$ cat config.mk
export PLATFORM = sky130hd
export DESIGN_NAME = ps2_scancode_rx
export DESIGN_NICKNAME = d
export VERILOG_FILES = /design/src/rtl/ps2_scancode_rx.sv
export SDC_FILE = /design/constraint.sdc
export NUM_CORES = 1
export LEC_CHECK = 0
export ABC_AREA = 1
export CAP_MARGIN = 0
export CORE_MARGIN = 8
export CORE_UTILIZATION = 52
export CTS_CLUSTER_DIAMETER = 200
export DETAILED_ROUTE_END_ITERATION = 12
export MAX_ROUTING_LAYER = met4
export PLACE_DENSITY = 0.7
export SLEW_MARGIN = 20
export SYNTH_ARGS = -nofsm -noshare
export SYNTH_HDL_FRONTEND = slang
export SYNTH_SLANG_ARGS = --single-unit
$ cat constraint.sdc
create_clock -name clock -period 2.2 [get_ports clock]
set_clock_uncertainty 0.1 [all_clocks]
set_input_delay 0.33 -clock clock [delete_from_list [all_inputs] [get_ports clock]]
set_output_delay 0.33 -clock clock [all_outputs]
set_load 0.005 [all_outputs]
$ cat src/rtl/ps2_scancode_rx.sv
// PS/2 keyboard receiver: synchronises and filters the raw PS/2 clock/data
// pair, frames 11-bit serial words, checks start/parity/stop, and folds the
// E0 (extended) and F0 (release) prefixes into flags so that every key event
// is delivered as a single strobe.
//
// Output semantics: strobe is a one-clock pulse with no backpressure; code,
// released and extended are valid while strobe=1 and hold until the next
// strobe. error is a one-clock pulse and never coincides with strobe.
module ps2_scancode_rx #(
   parameter int FILTER  = 8,
   parameter int TOW     = 14,
   parameter int TIMEOUT = 8000
) (
   input  logic       clock,
   input  logic       reset,
   input  logic       ce,
   input  logic [1:0] ps2,
   output logic       strobe,
   output logic [7:0] code,
   output logic       released,
   output logic       extended,
   output logic       error
);

   typedef enum logic [1:0] {
      IDLE   = 2'd0,
      DATA   = 2'd1,
      PARITY = 2'd2,
      STOP   = 2'd3
   } state_t;

   localparam logic [TOW-1:0] TMO_LAST = TOW'(TIMEOUT - 1);
   localparam logic [7:0]     PFX_EXT  = 8'hE0;
   localparam logic [7:0]     PFX_REL  = 8'hF0;

   // synchronisers and filter
   logic              clk_s1, clk_s2;
   logic              dat_s1, dat_s2;
   logic [FILTER-1:0] filt_sh;
   logic [FILTER-1:0] filt_sh_next;
   logic              filt_clk;
   logic              fall;

   // framing state (state is kept as a named enum so checkers can bind to it)
   state_t            state, state_next;
   logic [2:0]        bitcnt, bitcnt_next;
   logic [7:0]        shreg, shreg_next;
   logic              par_bit, par_next;
   logic              start_err;
   logic              frame_done;
   logic              frame_ok;
   logic              frame_bad;

   // prefixes and timeout
   logic              ext_flag, rel_flag;
   logic [TOW-1:0]    tmo_cnt;
   logic              tmo_hit;

   // two-flop synchronisers on both PS/2 lines, idle level is high
   always_ff @(posedge clock) begin
      if (!reset) begin
         clk_s1 <= 1'b1;
         clk_s2 <= 1'b1;
         dat_s1 <= 1'b1;
         dat_s2 <= 1'b1;
      end else begin
         clk_s1 <= ps2[0];
         clk_s2 <= clk_s1;
         dat_s1 <= ps2[1];
         dat_s2 <= dat_s1;
      end
   end

   // filter window including this tick's sample; falling edge when it is all zeros
   always_comb begin
      filt_sh_next = {filt_sh[FILTER-2:0], clk_s2};
      fall         = ce && filt_clk && (filt_sh_next == '0);
   end

   // glitch filter: level changes only after FILTER identical ce samples
   always_ff @(posedge clock) begin
      if (!reset) begin
         filt_sh  <= '1;
         filt_clk <= 1'b1;
      end else if (ce) begin
         filt_sh <= filt_sh_next;
         if (filt_sh_next == '1) begin
            filt_clk <= 1'b1;
         end else if (filt_sh_next == '0) begin
            filt_clk <= 1'b0;
         end
      end
   end

   // timeout fires on a ce without an edge once the frame has been idle too long
   always_comb begin
      tmo_hit = ce && (state != IDLE) && !fall && (tmo_cnt >= TMO_LAST);
   end

   // inactivity counter: cleared in IDLE and on each edge, saturating otherwise
   always_ff @(posedge clock) begin
      if (!reset) begin
         tmo_cnt <= '0;
      end else if (ce) begin
         if ((state == IDLE) || fall) begin
            tmo_cnt <= '0;
         end else if (tmo_cnt != '1) begin
            tmo_cnt <= tmo_cnt + 1'b1;
         end
      end
   end

   // frame sequencing on filtered falling edges; an edge takes priority over timeout
   always_comb begin
      state_next  = state;
      bitcnt_next = bitcnt;
      shreg_next  = shreg;
      par_next    = par_bit;
      start_err   = 1'b0;
      frame_done  = 1'b0;
      if (fall) begin
         case (state)
            IDLE: begin
               if (!dat_s2) begin
                  state_next  = DATA;
                  bitcnt_next = 3'd0;
               end else begin
                  start_err = 1'b1;
               end
            end
            DATA: begin
               shreg_next  = {dat_s2, shreg[7:1]};
               bitcnt_next = bitcnt + 3'd1;
               if (bitcnt == 3'd7) begin
                  state_next = PARITY;
               end
            end
            PARITY: begin
               par_next   = dat_s2;
               state_next = STOP;
            end
            STOP: begin
               frame_done = 1'b1;
               state_next = IDLE;
            end
            default: state_next = IDLE;
         endcase
      end else if (tmo_hit) begin
         state_next = IDLE;
      end
      frame_ok  = frame_done && dat_s2 && (^{shreg, par_bit});
      frame_bad = frame_done && !frame_ok;
   end

   // framing state register
   always_ff @(posedge clock) begin
      if (!reset) begin
         state   <= IDLE;
         bitcnt  <= 3'd0;
         shreg   <= 8'h00;
         par_bit <= 1'b0;
      end else if (ce) begin
         state   <= state_next;
         bitcnt  <= bitcnt_next;
         shreg   <= shreg_next;
         par_bit <= par_next;
      end
   end

   // prefix folding and key-event outputs; strobe/error clear on every clock
   always_ff @(posedge clock) begin
      if (!reset) begin
         strobe   <= 1'b0;
         error    <= 1'b0;
         code     <= 8'h00;
         released <= 1'b0;
         extended <= 1'b0;
         ext_flag <= 1'b0;
         rel_flag <= 1'b0;
      end else begin
         strobe <= 1'b0;
         error  <= 1'b0;
         if (ce) begin
            if (frame_ok) begin
               if (shreg == PFX_EXT) begin
                  ext_flag <= 1'b1;
               end else if (shreg == PFX_REL) begin
                  rel_flag <= 1'b1;
               end else begin
                  code     <= shreg;
                  released <= rel_flag;
                  extended <= ext_flag;
                  strobe   <= 1'b1;
                  ext_flag <= 1'b0;
                  rel_flag <= 1'b0;
               end
            end else if (frame_bad || tmo_hit) begin
               error    <= 1'b1;
               ext_flag <= 1'b0;
               rel_flag <= 1'b0;
            end else if (start_err) begin
               error <= 1'b1;
            end
         end
      end
   end

endmodule

; Yosys cells after proc, flatten, opt, wreduce, memory -nomap -nowiden
; Cells that the tools add are included.
[word_totals]
out_inout_bits = 12
elab_cells = 97
in_bits = 5
reg_bits = 54
[classes]
n_bitwise = 5
mux = 26
magnitude_cmp = 1
eq_ne = 13
add_sub_neg = 2
reduce_logical = 32
[op_table]
columns = operator, n
row1 = $mux W14, 2
row2 = $eq A8 B8 Y1 const B, 3
row3 = $mux W1, 17
row4 = $add A14 B1 Y14 const B, 1
row5 = $ge A14 B13 Y1 const B, 1
row6 = $ne A14 B14 Y1 const B, 1
row7 = $reduce_and A3 Y1, 4
row8 = $reduce_and A4 Y1, 3
row9 = $reduce_bool A2 Y1, 6
row10 = $ne A3 B3 Y1 const B, 3
row11 = $reduce_xor A9 Y1, 1
row12 = $logic_and A1 B1 Y1, 8
row13 = $logic_not A8 Y1, 1
row14 = $mux W2, 4
row15 = $pmux W2 S4, 1
row16 = $pmux W3 S2, 1
row17 = $not A1 Y1, 5
row18 = $eq A2 B2 Y1 const B, 2
row19 = $ne A2 B2 Y1 const B, 2
row20 = $reduce_and A2 Y1, 2
row21 = $reduce_or A4 Y1, 1
row22 = $add A3 B1 Y3 const B, 1
row23 = $eq A3 B3 Y1 const B, 1
row24 = $mux W3, 1
row25 = 5 further kinds, 7

; Longest topological paths before layout
[depth]
depth_word = 10
mapped_depth = 13

; Worst setup path after synthesis
; OpenSTA, ideal clock, no wires.
[synth_path]
kind = register to register
from = register tmo_cnt[0]
to = register tmo_cnt[7]
path_buffers = 0
setup_slack_ps = 506
period_less_slack_ps = 1694
arrival_time_ps = 1475
stages_incl_launch_ff = 10
path_cell_list = dfxtp_1 > ha_1 > nand2_1 > nor2_1 > nand4_1 > o21ai_2 > nand2_2 > nand2_1 > o21bai_1 > a21boi_2
[synth_via]
elab_chain_len = 3
elab_cells_between_ends = 6
classes_between = add/sub (1) / eq/ne (1) / mux (2) / reduce/logical (2)
[synth_rtl]
columns = element, line
row1 = start: declaration, 56  ; logic [TOW-1:0] tmo_cnt;
row2 = start signal: assignment, 108  ; tmo_cnt <= tmo_cnt + 1'b1;
row3 = $add A14 B1 Y14 or $ne A14 B14 Y1 (tied branches), "108, 107"
row4 = $mux W14 or $reduce_bool A2 Y1 (tied branches), --
row5 = $mux W14 or $reduce_and A2 Y1 (tied branches), --
; Parallel ways exist; a longest one is shown, timed or not. The select of a mux whose other input is x is not followed.
; A chain may end at the register's enable or synchronous reset.

; Final worst setup path
; Ends and elaborated chain as after synthesis.

==> results.json <==
{
  "power_density_nw_per_um2": 579,
  "antenna_found_initial": 0,
  "tightestPinTransition_ns": 0.428,
  "crit_fanout": 14,
  "die_h_microns": 86.9,
  "max-cap-violations": 0,
  "avgSynthCellArea_sq_um": 7.26,
  "drt.antenna.violating_nets": 0,
  "slowest_stage": "dfxtp_1",
  "cp.required_ns": 2.30,
  "nNetsFinal": 392,
  "grt_pass1_wl_microns": 9240,
  "r2r_slack_ns": 0.19,
  "ys_warn_count": 0,
  "p_sw_share_pct": 21.1,
  "max_stage_delay_ns": 0.40,
  "r2r-end": "tmo_cnt[7]",
  "grt_usage_pct": 15.6,
  "grt_max_degree": 21,
  "irDropWorstVdd_mv": 0.471,
  "crit_type": "register to register",
  "crit_path_end": "tmo_cnt[7]",
  "area_delta_synth_final_pct": 13.3,
  "setup_viol": 0,
  "fin_setup_tns_ns": 0,
  "yosysSeqAreaShare_pct": 41.4,
  "drt_iter0_drc": 147,
  "gr-total-overflow": 0,
  "path_buf_inv": 0,
  "wl_per_cell_microns": 11.9,
  "pwr-share-clk_pct": 37.8,
  "synth_cell_types": 32,
  "syn_area_sq_um": 2610,
  "path_depth": 9,
  "routabilityCongestion": 0.861,
  "layout_commonest_cell": "nand2_1",
  "pre_cts_ws_ns": 0.118,
  "die_width_microns": 86.9,
  "numCtsBuffers": 5,
  "timing.hold.ws_ns": 0.321,
  "startpoint_type": "register",
  "crit_chain": "ha_1 > nand2_1 > nor2_2 > nand4_1 > o21ai_2 > nand2_4 > nand2_1 > o21bai_1 > a21boi_2",
  "critPathLaunch": "tmo_cnt[0]",
  "path_delay_family": "simple AND/OR/NAND/NOR gates",
  "drc_errors": 0,
  "fmax_mhz": 498,
  "via_per_inst": 5.05,
  "htreeDepth": 2,
  "cts_buffer_depth": 2,
  "status": "complete, no violations",
  "firstDrtPassIters": 4,
  "cts-root-buf": "clkbuf_8",
  "holdBufCountCts": 0,
  "io_pins": 17,
  "r2r_start": "tmo_cnt[0]",
  "hold_viol": 0,
  "vias": 2271,
  "port_buffers": 16,
  "seq_power_share_pct": 58.0,
  "power_mw": 1.72,
  "core_sq_um": 4980,
  "layout_setup_ws_ns": 0.194,
  "place_hpwl_microns": 3900,
  "netlist_instances": 360,
  "p_leak_nw": 1.20,
  "cpMostUsedCell": "nand2_1",
  "die_area_sq_um": 7550,
  "cts_sinks": 54,
  "diodes": 0,
  "crit_arrival_ns": 2.10,
  "clkTransAtPathRegs_ns": 0.09,
  "rsz0062_at_grt": "false",
  "critPathCaptureType": "register",
  "net-switching-power_mw": 0.361,
  "p_int_mw": 1.35,
  "slew_headroom_pct": 71.4,
  "min_period_ns": 2.01,
  "reg2regPathDepth": 9,
  "slew_viol_final": 0,
  "grt_pass1_vias": 2071,
  "fp-row-count": 26,
  "cts_tree": "done",
  "start_util_pct": 52.5,
  "routed_wl_microns": 5330,
  "insertion_delay_ns": 0.30,
  "hp-class": "register to register",
  "drive_gt1_share_pct": 8.68,
  "syn_nets": 373,
  "mostFrequentLayoutCells": "nand2_1, dfxtp_1, a21oi_1",
  "ys_ff_latch": 54,
  "p_comb_share_pct": 4.2,
  "period_share_pct": 91.2
}
[power by group through the flow]
| stage | Sequential (mW) | Combinational (mW) | Clock (mW) |
|---|---|---|---|
| 4_1_cts | 0.995 | 0.0710 | 0.668 |
| 6_report | 0.995 | 0.0715 | 0.648 |
| 2_1_floorplan | 1.02 | 0.0490 | 0 |
| 3_5_place_dp | 1.02 | 0.0706 | 0 |
| 3_3_place_gp | 1.02 | 0.0691 | 0 |
| 5_1_grt | 0.998 | 0.0808 | 0.700 |
[worst reg2reg max path: cells and delay by family (launching register included)]
family / cells / cell delay (ns)
AO/OA/AOI/OAI: 3 / 0.44
adder cells (fa/ha/maj): 1 / 0.21
flip-flops: 1 / 0.40
AND/OR/NAND/NOR: 5 / 0.76
[cells by family after synthesis]
family / count (synthesis) / share of synthesized area [%]
and+or+nand+nor: 165 / 28.0
AOI/OAI and AO/OA: 73 / 15.9
DFF: 54 / 41.4
buffers and inverters: 52 / 8.19
xor gates and xnor gates: 8 / 2.68
adders and majority gates: 8 / 3.83
[state kept, by name (all words and copies together) (netlist names)]
name and cells:
strobe 1, error 1, extended 1, state 2, clk_s2 1, dat_s2 1, bitcnt 3, code 8
tmo_cnt 14, filt_sh 7, filt_clk 1, released 1, dat_s1 1, ext_flag 1, shreg 8, par_bit 1
clk_s1 1, rel_flag 1
[cell type report]
class	count	area [sq um]
clock buffer	7	76.3
sequential	54	1080
multi-input combinational	254	1330
tap	70	87.6
inverter	43	163
timing repair buffer	21	198
clock inverter	1	30.0
fill	495	2020
[per-layer routing]
layer / global-route usage (%) / vias up / part of all wire, %
met5: - / - / 0
met4: 7.20 / 0 / 1.5
met3: 4.15 / 6 / 4.0
met2: 24.3 / 40 / 46
met1: 18.5 / 1025 / 49
li1: - / 1200 / -
[timing repair]
item                       4_1_cts  5_1_grt
setup buffers                    0        0
gates resized for setup          0        2
setup endpoints to repair        0       12
[metrics by stage]
step	util (%)	instances	area (sq um)
2_1_floorplan	-	360	2610
3_3_place_gp	57.2	442	2850
3_5_place_dp	57.2	442	2850
4_1_cts	59.4	450	2950
5_1_grt	59.5	450	2960
6_report	59.5	450	2960
[cells in the mapped netlist]
cell,instances,area (sq um)
clkinv_2,1,5.00
o211ai_1,1,7.51
nor2_4,1,11.3
nand2_1,89,334
inv_2,1,3.75
clkbuf_1,5,18.8
o211ai_4,1,21.3
nand2_2,3,18.8
dfxtp_1,54,1080
ha_1,8,100
buf_6,2,22.5
or2_2,7,43.8
xnor2_1,2,17.5
nor2_2,1,6.26
xor2_1,6,52.6
nor2_1,23,86.3
inv_1,41,154
nand3_1,27,135
a211oi_2,1,12.5
nor3_1,4,20.0
a21boi_2,1,11.3
o21ai_1,1,5.00
o21ai_0,17,85.1
o21bai_1,3,22.5
nand3b_1,1,7.51
nor4b_1,1,8.76
nand4_1,6,37.5
a21oi_1,45,225
buf_2,2,10.0
nand2_4,2,22.5
o311ai_0,1,8.76
o21ai_2,2,17.5
[worst min path at each step]
stage                       from  slack, ns     end  cells past startpoint
after floorplan           clk_s1       0.29  clk_s2                      1
after global placement    dat_s1       0.30  dat_s2                      1
after detailed placement  dat_s1       0.30  dat_s2                      1
after CTS                 dat_s1       0.33  dat_s2                      1
after global routing      clk_s1       0.33  clk_s2                      1
final                     clk_s1       0.32  clk_s2                      1
Note: power is estimated with default switching activity, not from simulation.
